**src/rtl/uart_pkg.sv**
```systemverilog
// ----------------------------------------------------------------------------
// uart_pkg
// Shared definitions for the UART transmit arbiter:
//   - N_REQ_DEF / DATA_W_DEF : default requester count and byte width
//   - arb_state_e            : arbiter FSM state encoding
//   - idx_w()                : width of a requester index for a given count
// ----------------------------------------------------------------------------
package uart_pkg;

  localparam int N_REQ_DEF  = 4;
  localparam int DATA_W_DEF = 8;

  typedef enum logic [1:0] {
    ST_IDLE      = 2'd0,
    ST_WAIT_BUSY = 2'd1,
    ST_WAIT_DONE = 2'd2
  } arb_state_e;

  // Requester index width; never below one bit.
  function automatic int idx_w(input int n);
    return (n > 1) ? $clog2(n) : 1;
  endfunction

endpackage

```
**src/rtl/rr_arbiter.sv**
```systemverilog
// ----------------------------------------------------------------------------
// rr_arbiter
// Combinational rotating-priority one-hot select. The search starts at
// (last_grant_i + 1) mod N_REQ and picks the first requester whose req_i and
// mask_i bits are both set.
// Ports:
//   req_i        [N_REQ]  request vector
//   last_grant_i [IDX_W]  index of the previous winner
//   mask_i       [N_REQ]  eligibility mask (1 = may win)
//   gnt_o        [N_REQ]  one-hot winner, zero when nobody is eligible
//   gnt_idx_o    [IDX_W]  index of the winner (0 when none)
//   valid_o               a winner exists
// ----------------------------------------------------------------------------
module rr_arbiter
  import uart_pkg::*;
#(
  parameter int N_REQ = N_REQ_DEF,
  parameter int IDX_W = idx_w(N_REQ)
) (
  input  logic [N_REQ-1:0] req_i,
  input  logic [IDX_W-1:0] last_grant_i,
  input  logic [N_REQ-1:0] mask_i,
  output logic [N_REQ-1:0] gnt_o,
  output logic [IDX_W-1:0] gnt_idx_o,
  output logic             valid_o
);

  logic [N_REQ-1:0] elig;
  logic             found;

  assign elig = req_i & mask_i;

  // Outer loop walks priority offsets 1..N_REQ; the inner loop keeps every
  // vector index constant so the select maps onto plain muxes.
  always_comb begin
    gnt_o     = '0;
    gnt_idx_o = '0;
    found     = 1'b0;
    for (int i = 1; i <= N_REQ; i++) begin
      for (int j = 0; j < N_REQ; j++) begin
        if (!found && elig[j] && (j == ((int'(last_grant_i) + i) % N_REQ))) begin
          gnt_o[j]  = 1'b1;
          gnt_idx_o = IDX_W'(j);
          found     = 1'b1;
        end
      end
    end
  end

  assign valid_o = found;

endmodule

```
**src/rtl/uart_tx_arbiter.sv**
```systemverilog
// ----------------------------------------------------------------------------
// uart_tx_arbiter
// Shares one UART transmitter between N_REQ requesters with round-robin
// arbitration.
//
// Handshakes:
//   requester -> arbiter : req_i[k] is a level; requester k holds req_i[k]
//                          and its data_i slice until ack_o[k] pulses. The
//                          byte is captured on the edge that raises ack_o.
//   arbiter -> UART      : tx_start_o pulses one cycle with tx_data_o valid;
//                          the UART answers by raising tx_busy_i for the
//                          frame and dropping it when done. tx_data_o stays
//                          put until the next grant.
//
// Optional feature (macro UART_ARB_LOCK_EN): while lock_i of the last
// grantee is high, only that requester may win. Without the macro lock_i is
// ignored. The port list is the same in both builds.
//
// Ports:
//   clk_i, rst_n_i        clock, asynchronous active-low reset
//   req_i      [N_REQ]    per-requester request level
//   data_i     [N_REQ*DW] requester k byte at [k*DATA_W +: DATA_W]
//   lock_i     [N_REQ]    per-requester grant-hold request
//   ack_o      [N_REQ]    one-cycle capture pulse
//   grant_o    [N_REQ]    one-hot owner of current transfer, zero when idle
//   tx_start_o            one-cycle start strobe to the UART
//   tx_data_o  [DATA_W]   byte to transmit
//   tx_busy_i             UART busy shifting a frame
//   busy_o                arbiter not in IDLE
// ----------------------------------------------------------------------------
module uart_tx_arbiter
  import uart_pkg::*;
#(
  parameter int N_REQ  = N_REQ_DEF,
  parameter int DATA_W = DATA_W_DEF
) (
  input  logic                    clk_i,
  input  logic                    rst_n_i,
  input  logic [N_REQ-1:0]        req_i,
  input  logic [N_REQ*DATA_W-1:0] data_i,
  input  logic [N_REQ-1:0]        lock_i,
  output logic [N_REQ-1:0]        ack_o,
  output logic [N_REQ-1:0]        grant_o,
  output logic                    tx_start_o,
  output logic [DATA_W-1:0]       tx_data_o,
  input  logic                    tx_busy_i,
  output logic                    busy_o
);

  localparam int               IDX_W    = idx_w(N_REQ);
  localparam logic [IDX_W-1:0] LAST_RST = IDX_W'(N_REQ - 1);

  arb_state_e        state_q, state_d;
  logic [N_REQ-1:0]  grant_q, grant_d;
  logic [N_REQ-1:0]  ack_q, ack_d;
  logic              tx_start_q, tx_start_d;
  logic [DATA_W-1:0] tx_data_q, tx_data_d;
  logic [IDX_W-1:0]  last_q, last_d;
  // Goes high on the first edge after reset release; arbitration is held
  // off until then so reset deassertion is only ever seen synchronously.
  logic              run_q;

  logic [N_REQ-1:0]  mask;
  logic [N_REQ-1:0]  win;
  logic [IDX_W-1:0]  win_idx;
  logic              win_vld;
  logic [DATA_W-1:0] win_data;

`ifdef UART_ARB_LOCK_EN
  // had_q distinguishes a real previous grantee from the reset value of
  // last_q, so a lock request cannot pin the arbiter before any grant.
  logic had_q, had_d;
  logic locked;

  always_comb begin
    locked = 1'b0;
    for (int j = 0; j < N_REQ; j++) begin
      if (j == int'(last_q)) locked = had_q & lock_i[j];
    end
    for (int j = 0; j < N_REQ; j++) begin
      mask[j] = !locked || (j == int'(last_q));
    end
  end

  always_ff @(posedge clk_i or negedge rst_n_i) begin
    if (!rst_n_i) had_q <= 1'b0;
    else          had_q <= had_d;
  end
`else
  logic unused_lock;
  assign unused_lock = ^lock_i;
  assign mask        = '1;
`endif

  rr_arbiter #(
    .N_REQ (N_REQ),
    .IDX_W (IDX_W)
  ) u_rr (
    .req_i        (req_i),
    .last_grant_i (last_q),
    .mask_i       (mask),
    .gnt_o        (win),
    .gnt_idx_o    (win_idx),
    .valid_o      (win_vld)
  );

  always_comb begin
    win_data = '0;
    for (int k = 0; k < N_REQ; k++) begin
      if (win[k]) win_data = data_i[k*DATA_W +: DATA_W];
    end
  end

  // Next-state and registered-output logic. ack/tx_start default low so
  // they are single-cycle pulses by construction.
  always_comb begin
    state_d    = state_q;
    grant_d    = grant_q;
    ack_d      = '0;
    tx_start_d = 1'b0;
    tx_data_d  = tx_data_q;
    last_d     = last_q;
`ifdef UART_ARB_LOCK_EN
    had_d      = had_q;
`endif
    case (state_q)
      ST_IDLE: begin
        if (run_q && !tx_busy_i && win_vld) begin
          state_d    = ST_WAIT_BUSY;
          grant_d    = win;
          ack_d      = win;
          tx_start_d = 1'b1;
          tx_data_d  = win_data;
          last_d     = win_idx;
`ifdef UART_ARB_LOCK_EN
          had_d      = 1'b1;
`endif
        end
      end
      ST_WAIT_BUSY: begin
        if (tx_busy_i) state_d = ST_WAIT_DONE;
      end
      ST_WAIT_DONE: begin
        if (!tx_busy_i) begin
          state_d = ST_IDLE;
          grant_d = '0;
        end
      end
      default: begin
        state_d = ST_IDLE;
        grant_d = '0;
      end
    endcase
  end

  always_ff @(posedge clk_i or negedge rst_n_i) begin
    if (!rst_n_i) begin
      state_q    <= ST_IDLE;
      grant_q    <= '0;
      ack_q      <= '0;
      tx_start_q <= 1'b0;
      tx_data_q  <= '0;
      last_q     <= LAST_RST;
      run_q      <= 1'b0;
    end else begin
      state_q    <= state_d;
      grant_q    <= grant_d;
      ack_q      <= ack_d;
      tx_start_q <= tx_start_d;
      tx_data_q  <= tx_data_d;
      last_q     <= last_d;
      run_q      <= 1'b1;
    end
  end

  assign ack_o      = ack_q;
  assign grant_o    = grant_q;
  assign tx_start_o = tx_start_q;
  assign tx_data_o  = tx_data_q;
  assign busy_o     = (state_q != ST_IDLE);

endmodule

```
**config.mk**
```make
export PLATFORM = sky130hd
export DESIGN_NAME = uart_tx_arbiter
export DESIGN_NICKNAME = d
export VERILOG_FILES = /design/src/rtl/uart_pkg.sv /design/src/rtl/rr_arbiter.sv /design/src/rtl/uart_tx_arbiter.sv
export SDC_FILE = /design/constraint.sdc
export NUM_CORES = 1
export LEC_CHECK = 0
export BUFFER_PORTS_ARGS = -buffer_cell sky130_fd_sc_hd__buf_2
export CORE_MARGIN = 10
export CORE_UTILIZATION = 40
export DETAILED_ROUTE_END_ITERATION = 12
export PLACE_DENSITY = 0.75
export RECOVER_POWER = 50
export SLEW_MARGIN = 0
export SYNTH_ARGS = -nofsm -noshare
export SYNTH_HDL_FRONTEND = slang
export SYNTH_SLANG_ARGS = --single-unit
```
**constraint.sdc**
```tcl
create_clock -name clk_i -period 1.4 [get_ports clk_i]
set_input_delay 0.14 -clock clk_i [delete_from_list [all_inputs] [get_ports clk_i]]
set_output_delay 0.14 -clock clk_i [all_outputs]
set_load 0.01 [all_outputs]
```
==> results_dict.tcl <==
set metrics [dict create \
    outcome "finished, violations left" \
    failed_checks "setup timing" \
    numCtsBuffers 3 \
    cts_root_buf "clkbuf_4" \
    slew_violations 0 \
    rsz0062_at_grt "yes" \
    fill_cells 233 \
    post-route-period-util 1.062 \
    cp_top_family "flip-flops" \
    post-route-drc-count 0 \
    yosys.area_share.xor_xnor 0.007330 \
    synth_seq_area_share 0.4628 \
    regToRegSetupSlack_ns -0.09 \
    syn_inst 115 \
    die_w_um 74.66 \
    hold_path_class "input pin to register" \
    hold_start "data_i[26]" \
    drt-pass1-iter-count 4 \
    worstReg2RegEnd "tx_data_o[6]$_DFFE_PN0P_" \
    synthSimpleGateAreaFrac 0.1236 \
    fin_cells 219 \
    htree_levels 1 \
    hold-worst-slack_ns 0.1138 \
    gp_congestion 0.7374 \
    synth_nets 158 \
    viasPerCell 5.288 \
    dieArea_um2 5573 \
    startpoint_type "register" \
    cts.sinks 22 \
    p_per_area_nw_per_um2 1624 \
    use_met1 0.1387 \
    crit_chain "nand2_2, a21oi_2, o21ai_2, buf_6, o211a_1, o21ai_1" \
    fp.coreArea_um2 2805 \
    grt_start_max_net_pins 23 \
    synth_flop_cell "dfrtp_1" \
    maxSlewHeadroom 0.6305 \
    n_antenna_cell 0 \
    worst_path_max_delay_cell "dfstp_2" \
    fmax_ghz 0.6728 \
    min_path_cells 3 \
    min_to "tx_data_o[2]$_DFFE_PN0P_" \
    seqCellArea_um2 553.0 \
    cp_data_arrival_time_ns 1.72 \
    path_clk_slew_ns 0.12 \
    die_y_um 74.66 \
    port_buffers 56 \
    placed_area_um2 1603 \
    cp_max_fo 6 \
    synth_top_family_by_area "compound AO/OA/AOI/OAI gates" \
    netlist_area_um2 1195 \
    r2r-start "last_q[1]$_DFFE_PN1P_" \
    wl_per_cell_um 16.51 \
    top_level_ports 61 \
    layout_common_cells "buf_2, dfrtp_1, o21ai_1" \
    fin_nets 232 \
    syn2layout_area_growth_pct 49.11 \
    cts.path.max_buffers 2 \
    total_power_uw 2893 \
    via_count 1158 \
    synth_edf_count 0 \
    layout_commonest_cell "buf_2" \
    cp_num_buf_inv 1 \
    syn_avg_cell_area_um2 10.39 \
    grt_pass1_wl_um 5602 \
    cts_tree "yes" \
    worstSetupEndpointType "register" \
    detailed_place_hpwl_um 2794 \
    fin_ws_ns -0.08631 \
    wirelength_um 3616 \
    synthMuxAreaShare 0 \
    dpl.cell_count 210 \
    setup-violations-final 14 \
    synth_cell_types 31 \
    ir_worst_vdd_uv 950.8 \
    slowest_delay_ns 0.63 \
    crit_type "register to register" \
    first_global_vias 1239 \
    r2r_cells 6 \
    initial_utilization 0.4260 \
    synth_seq_cells 22 \
    clock_latency_ns 0.30 \
    synth_compound_area_frac 0.3445 \
    fin_skew_ns 0.001725 \
    antenna_found_initial 0 \
    grt-ovfl-total 0 \
    drt_iter0_markers 44 \
    worst_pin_slew_ns 0.5542 \
    layout_min_cycle_time_ns 1.486 \
    maxCapViolCount 0 \
    grt_use_met3 0.02628 \
    design_area_um2 1782 \
    synthAdderAreaFrac 0 \
    yosys_warnings 0 \
    rows 19 \
    finalHoldViolations 0 \
    grt_busiest_layer "met2" \
    synthArstFlopShare 1.000 \
    grt.total_usage 0.1259 \
    globalRouteMet2Util 0.2286 \
    cp.required_ns 1.64 \
    leakage_uw 0.0009523 \
    layout-drive-gt1-share 0.5479 \
    multiInputGateArea_um2 659.4 \
    ant_nets 0 \
]
flip-flops by register name (all words and copies together) (netlist names):
name and flops:
last_q 2, run_q 1, state_q 2, tx_data_o 8, ack_o 4, grant_o 4, tx_start_o 1
synth_stat cells, drive strengths merged, types with 2 or more instances:
master / count / area, um2
nor2b: 2 / 12.51
o211a: 9 / 90.09
buf: 4 / 32.53
a21o: 5 / 37.54
inv: 10 / 37.53
nor2: 7 / 26.28
o21ai: 18 / 93.84
a32oi: 9 / 97.60
a21oi: 3 / 18.77
and2: 2 / 12.51
dfrtp: 20 / 500.5
dfstp: 2 / 52.55
o21bai: 2 / 22.52
nand2: 11 / 41.29
how the worst max path moves through the flow:
stage / start / endpoint / slack, ns / cells after the start
4_1_cts: last_q[1]$_DFFE_PN1P_ / tx_data_o[7]$_DFFE_PN0P_ / -0.10 / 6
2_1_floorplan: last_q[1]$_DFFE_PN1P_ / tx_data_o[0]$_DFFE_PN0P_ / -0.02 / 6
3_3_place_gp: last_q[1]$_DFFE_PN1P_ / tx_data_o[3]$_DFFE_PN0P_ / -0.11 / 5
3_5_place_dp: last_q[1]$_DFFE_PN1P_ / tx_data_o[1]$_DFFE_PN0P_ / -0.17 / 5
6_report: last_q[1]$_DFFE_PN1P_ / tx_data_o[6]$_DFFE_PN0P_ / -0.09 / 6
5_1_grt: last_q[1]$_DFFE_PN1P_ / tx_data_o[2]$_DFFE_PN0P_ / -0.14 / 6
through the flow:
| step | setup WS (ns) | util | TNS (ns) |
|---|---|---|---|
| global route | -0.1412 | 0.6351 | -1.657 |
| detailed placement | -0.1708 | 0.5714 | -1.390 |
| floorplan | -0.01939 | - | -0.1551 |
| finish | -0.08631 | 0.6351 | -0.7780 |
| CTS | -0.1008 | 0.6182 | -0.9201 |
| global placement | -0.1093 | 0.5714 | -0.8688 |
cells by family (layout without fill, tap and decap cells):
group,Yosys count,after routing
buffers and inverters,14,86
and+or+nand+nor,27,27
DFF,22,22
AOI/OAI and AO/OA,50,51
other,1,1
xor gates and xnor gates,1,1
tightest hold or removal path, stage by stage:
cell and delay [ns]:
buf_2 0.07, o21ai_1 0.06, o21ai_1 0.11
power by group:
group / switching [uW] / internal, uW / total, uW
clock: 191 / 159 / 349
sequential: 152 / 863 / 1010
combinational: 755 / 774 / 1530
cell type report:
type,count,area share
well taps,31,0.02177
inverters,10,0.02107
flip-flops and latches,22,0.3104
clock buffers,4,0.02037
multi-input cells,80,0.3701
repair buffers,72,0.2563
repair_timing:
action,4_1_cts,5_1_grt
hold buffers,1,0
pin swaps,6,7
cloned,1,0
hold endpoints to repair,20,0
endpoints found under the setup margin,15,17
buffers inserted,2,1
resized for setup,19,13
layer usage:
metal,share of wire,vias to the layer above
met3,0.043,2
li1,-,568
met1,0.40,561
met2,0.55,27
met4,0.0094,0
met5,0,-
Power figures use the tool's default switching activity.
